`config.mk`:
```
export PLATFORM = sky130hd
export DESIGN_NAME = pixel_stream_packer
export DESIGN_NICKNAME = d
export VERILOG_FILES = /design/src/rtl/pixel_stream_packer.sv
export SDC_FILE = /design/constraint.sdc
export NUM_CORES = 1
export LEC_CHECK = 0
export BUFFER_PORTS_ARGS = -buffer_cell sky130_fd_sc_hd__buf_2
export CAP_MARGIN = 5
export CELL_PAD_IN_SITES_DETAIL_PLACEMENT = 1
export CELL_PAD_IN_SITES_GLOBAL_PLACEMENT = 1
export CORE_MARGIN = 3
export CORE_UTILIZATION = 43
export CTS_BUF_LIST = sky130_fd_sc_hd__clkbuf_16
export DETAILED_ROUTE_END_ITERATION = 10
export PLACE_DENSITY_LB_ADDON = 0.1
export REMOVE_ABC_BUFFERS = 1
export SLEW_MARGIN = 20
export SYNTH_ARGS = -nofsm -noshare
export SYNTH_HDL_FRONTEND = slang
export SYNTH_SLANG_ARGS = --single-unit
```
`constraint.sdc`:
```
create_clock -name out_stream_aclk -period 2.75 [get_ports out_stream_aclk]
set_clock_uncertainty 0.2 [all_clocks]
set_input_delay 0.1375 -clock out_stream_aclk [delete_from_list [all_inputs] [get_ports out_stream_aclk]]
set_output_delay 0.1375 -clock out_stream_aclk [all_outputs]
set_load 0.02 [all_outputs]
```
`src/rtl/pixel_stream_packer.sv`:
```
// pixel_stream_packer: packs 24-bit RGB pixels, 4 pixels into 3 words, onto a 32-bit AXI4-Stream with tuser/tlast framing.
// Optional in_sof frame resync is enabled by defining PACKER_RESYNC_EN.
module pixel_stream_packer #(
  parameter int X_PIXELS = 640,
  parameter int Y_SIZE   = 480
) (
  input  logic        out_stream_aclk,
  input  logic        axi_resetn,
  input  logic [7:0]  in_r,
  input  logic [7:0]  in_g,
  input  logic [7:0]  in_b,
  input  logic        in_valid,
`ifdef PACKER_RESYNC_EN
  input  logic        in_sof,
`endif
  output logic        in_ready,
  output logic [31:0] out_stream_tdata,
  output logic [3:0]  out_stream_tkeep,
  output logic        out_stream_tvalid,
  input  logic        out_stream_tready,
  output logic        out_stream_tuser,
  output logic        out_stream_tlast,
  output logic        frame_done
);
  localparam int WORDS = X_PIXELS * 3 / 4;
  localparam int XW = WORDS > 1 ? $clog2(WORDS) : 1;
  localparam int YW = Y_SIZE > 1 ? $clog2(Y_SIZE) : 1;
  typedef enum logic [1:0] {PH0, PH1, PH2, PH3} phase_t;
  phase_t phase_q, phase_d;
  logic [23:0] residue_q, residue_d, pix;
  logic [XW-1:0] word_x_q, word_x_d;
  logic [YW-1:0] line_y_q, line_y_d;
  logic [31:0] tdata_q, tdata_d, word;
  logic tvalid_q, tvalid_d, tuser_q, tuser_d, tlast_q, tlast_d;
  logic flast_q, flast_d, frame_done_q, frame_done_d;
  logic accept, hs, sof, load, x_end, y_end;
  assign in_ready = (phase_q == PH0) | ~tvalid_q | out_stream_tready;
  assign out_stream_tkeep  = 4'hF;
  assign out_stream_tdata  = tdata_q;
  assign out_stream_tvalid = tvalid_q;
  assign out_stream_tuser  = tuser_q;
  assign out_stream_tlast  = tlast_q;
  assign frame_done        = frame_done_q;
  always_comb begin
    pix    = {in_r, in_g, in_b};
    accept = in_valid & in_ready;
    hs     = tvalid_q & out_stream_tready;
`ifdef PACKER_RESYNC_EN
    sof    = accept & in_sof;
`else
    sof    = 1'b0;
`endif
    // a resync pixel restarts packing as pixel 0 of a fresh frame
    load   = accept & ~sof & (phase_q != PH0);
    x_end  = word_x_q == XW'(WORDS - 1);
    y_end  = line_y_q == YW'(Y_SIZE - 1);
    phase_d = sof ? PH1 : accept ? phase_t'(phase_q + 2'd1) : phase_q;
    residue_d = ~accept ? residue_q :
                (sof | phase_q == PH0) ? pix :
                phase_q == PH1 ? {8'h0, pix[23:8]} :
                phase_q == PH2 ? {16'h0, pix[23:16]} : 24'h0;
    word = phase_q == PH1 ? {pix[7:0], residue_q} :
           phase_q == PH2 ? {pix[15:0], residue_q[15:0]} :
                            {pix, residue_q[7:0]};
    word_x_d = sof ? '0 : load ? (x_end ? '0 : word_x_q + XW'(1)) : word_x_q;
    line_y_d = sof ? '0 : (load & x_end) ? (y_end ? '0 : line_y_q + YW'(1)) : line_y_q;
    tvalid_d = load | (tvalid_q & ~out_stream_tready);
    tdata_d  = load ? word : tdata_q;
    tuser_d  = load ? (word_x_q == '0 && line_y_q == '0) : tuser_q;
    tlast_d  = load ? x_end : tlast_q;
    flast_d  = load ? (x_end & y_end) : flast_q;
    frame_done_d = hs & flast_q;
  end
  always_ff @(posedge out_stream_aclk or negedge axi_resetn) begin
    if (!axi_resetn) begin
      phase_q      <= PH0;
      residue_q    <= '0;
      word_x_q     <= '0;
      line_y_q     <= '0;
      tdata_q      <= '0;
      tvalid_q     <= 1'b0;
      tuser_q      <= 1'b0;
      tlast_q      <= 1'b0;
      flast_q      <= 1'b0;
      frame_done_q <= 1'b0;
    end else begin
      phase_q      <= phase_d;
      residue_q    <= residue_d;
      word_x_q     <= word_x_d;
      line_y_q     <= line_y_d;
      tdata_q      <= tdata_d;
      tvalid_q     <= tvalid_d;
      tuser_q      <= tuser_d;
      tlast_q      <= tlast_d;
      flast_q      <= flast_d;
      frame_done_q <= frame_done_d;
    end
  end
endmodule
```
==> impl_metrics.tcl <==
set metrics [dict create \
    status "finished clean" \
    critPathBufInv 0 \
    worst-slew-pin-transition_ns 1.10 \
    clk_latency_ns 0.34 \
    syn_area_um2 3890 \
    critical-path-top-delay-family "simple AND/OR/NAND/NOR gates" \
    dieWidth_um 101 \
    ir_drop_v 0.000497 \
    hold_viol 0 \
    tns_ns 0 \
    maxSlewHeadroom 0.264 \
    coreArea_um2 8760 \
    criticalPathCategory "reg -> reg" \
    power_mw 5.34 \
    syn_to_final_growth_pct 26.8 \
    grt_pass1_vias 3293 \
    crit_required_ns 2.82 \
    synth_warnings 0 \
    crit_chain "ha_1, nand4_1, or4_1, or4b_1, nand2_1" \
    routedWlPerCell_um 17.3 \
    nNetsFinal 528 \
    setup_violations 0 \
    rsz0062_at_grt "no" \
    slowest_stage "or4_1" \
    clockBufferDepth 2 \
    synth.distinct_cells 41 \
    grt_pass1_wl_mm 16.9 \
    whs_ns 0.0136 \
    layout-drive-gt1-share 0.197 \
    die_h_um 101 \
    clk_pin_slew_ns 0.06 \
    place_congestion 0.792 \
    r2r_slack_ns 0.34 \
    ios 69 \
    finalMaxSlewViolations 0 \
    crit_arrival_ns 2.49 \
    cts_tree "built" \
    timing.final.crit_share 0.878 \
    ys_seq_elements 81 \
    pwr_density_cell_nw_per_um2 1080 \
    port-buffer-count 64 \
    fin_crit_ns 2.41 \
    p_leak_nw 2.36 \
    cp-end-kind "register" \
    syn_area_per_cell_um2 9.58 \
    via_per_inst 5.44 \
    hpwl_mm 6.50 \
    track_usage 0.213 \
    r2r-start "word_x_q[0]$_DFFE_PN0P_" \
    dpl.cell_count 565 \
    drt_first_pass_iters 4 \
    antenna_cells 0 \
    ys_seq_area_frac 0.521 \
    crit_start "word_x_q[0]$_DFFE_PN0P_" \
    final_common_cell "dfrtp_1" \
    htreeDepth 3 \
    start_kind "register" \
    final_cells 605 \
    drt_wl_total_mm 10.5 \
    hp-class "in -> reg" \
    antenna_found_initial 0 \
    drv_cap 0 \
    worstHoldStart "in_g[6]" \
    synth_cells 406 \
    fmax_ghz 0.414 \
    grt_overflow 0 \
    ant_nets 0 \
    numCtsBuffers 9 \
    drc 0 \
    rows 34 \
    post_cts_buffers 0 \
    drt_iter0_drc 118 \
    start_util 0.444 \
    cts_sinks 81 \
    vias 3293 \
    grt_max_degree 82 \
    cp_max_fo 10 \
    mostFrequentLayoutCells "dfrtp_1 (81), nand2_1 (76), buf_2 (63), o21ai_0 (47), nor2_1 (30)" \
    dieArea_um2 10200 \
    cts-root-buf "clkbuf_16" \
    max_stage_delay_ns 0.65 \
]
per-stage QoR:
step	area, um^2	util	worst slack (ns)
after global routing	4930	0.562	0.220
after floorplan	3770	-	-0.370
after CTS	4930	0.562	0.335
final	4930	0.562	0.336
after detailed placement	4350	0.496	0.379
after global placement	4350	0.496	0.442
sequential cells by signal, indices dropped and copies added (netlist names):
name and cells:
phase_q 2, residue_q 24, out_stream_tvalid 1, out_stream_tuser 1, frame_done 1, flast_q 1
word_x_q 9, out_stream_tdata 32, line_y_q 9, out_stream_tlast 1
per-layer routing:
layer,vias up,track usage,share of wire
met5,-,0,0
met1,1619,0.297,0.47
met4,0,0.0859,0.013
met3,12,0.0263,0.040
li1,1584,-,-
met2,78,0.337,0.47
synth_stat cells:
cell type / number / area [um^2]
ha_1: 7 / 87.6
mux2i_1: 25 / 250
a22o_1: 8 / 70.1
nor4_1: 4 / 25.0
o21ai_0: 47 / 235
inv_1: 9 / 33.8
o21ai_1: 1 / 5.00
nand4_1: 5 / 31.3
a221o_1: 7 / 70.1
a31oi_1: 1 / 6.26
o211ai_1: 1 / 7.51
dfrtp_1: 81 / 2030
or4b_1: 1 / 10.0
nor2b_1: 2 / 12.5
a22oi_1: 14 / 105
buf_1: 1 / 3.75
nand2b_1: 4 / 25.0
and4_1: 1 / 8.76
xnor2_1: 7 / 61.3
a21oi_1: 20 / 100
o21a_1: 1 / 7.51
o41ai_1: 1 / 8.76
nor4b_2: 1 / 15.0
nor4_2: 1 / 12.5
mux2_2: 2 / 22.5
clkbuf_1: 21 / 78.8
or4_1: 2 / 15.0
and4b_1: 1 / 10.0
o31ai_1: 1 / 7.51
nand4b_1: 1 / 8.76
conb_1: 1 / 3.75
nand3_1: 5 / 25.0
nor3_1: 2 / 10.0
and2_1: 2 / 12.5
nand2_1: 76 / 285
nor2_1: 30 / 113
and3_1: 3 / 18.8
o22ai_1: 1 / 6.26
buf_2: 3 / 15.0
or3_1: 1 / 6.26
buf_4: 4 / 30.0
worst paths after layout:
path                                                    to  cells after the start
hold / removal                   residue_q[14]$_DFFE_PN0P_                      3
hold reg to reg            out_stream_tdata[1]$_DFFE_PN0P_                      2
setup reg to reg                   line_y_q[8]$_DFFE_PN0P_                      5
min in group asynchronous  out_stream_tdata[6]$_DFFE_PN0P_                      3
setup / recovery                   line_y_q[8]$_DFFE_PN0P_                      5
max in group asynchronous          word_x_q[8]$_DFFE_PN0P_                      3
layout make-up:
type / instances / area (um^2)
multi-input combinational: 290 / 1720
sequential: 81 / 2030
timing repair buffer: 102 / 683
tap: 108 / 135
fill: 1002 / 3830
inverter: 9 / 33.8
clock inverter: 6 / 108
clock buffer: 9 / 225
logic make-up (layout without fill, tap and decap cells):
logic type	after synthesis	in the layout	share of synthesized area
simple gates	142	142	0.166
compound gates	103	103	0.162
flops	81	81	0.521
buf+inv	38	126	0.0415
mux	27	27	0.0702
fa+ha+maj	7	7	0.0225
xor+xnor	7	7	0.0158
other cells	1	4	0.000965
worst reg2reg max path: cells and delay by family (launching register included):
family	cells	cell delay, ns
and+or+nand+nor	4	1.55
DFF	1	0.40
adders and majority gates	1	0.21
repair_timing:
item | in CTS | in global routing
endpoints found under the setup margin | 0 | 0
resized for setup | 0 | 0
endpoints found under the hold margin | 121 | 0
hold buffers | 25 | 0
power breakdown:
part	switching [mW]	leakage (nW)	total [mW]	internal, mW
clock network	0.489	0.161	1.37	0.879
registers	0.262	1.05	1.87	1.61
logic	1.30	1.15	2.10	0.802
Note: power is estimated with default switching activity, not from simulation.
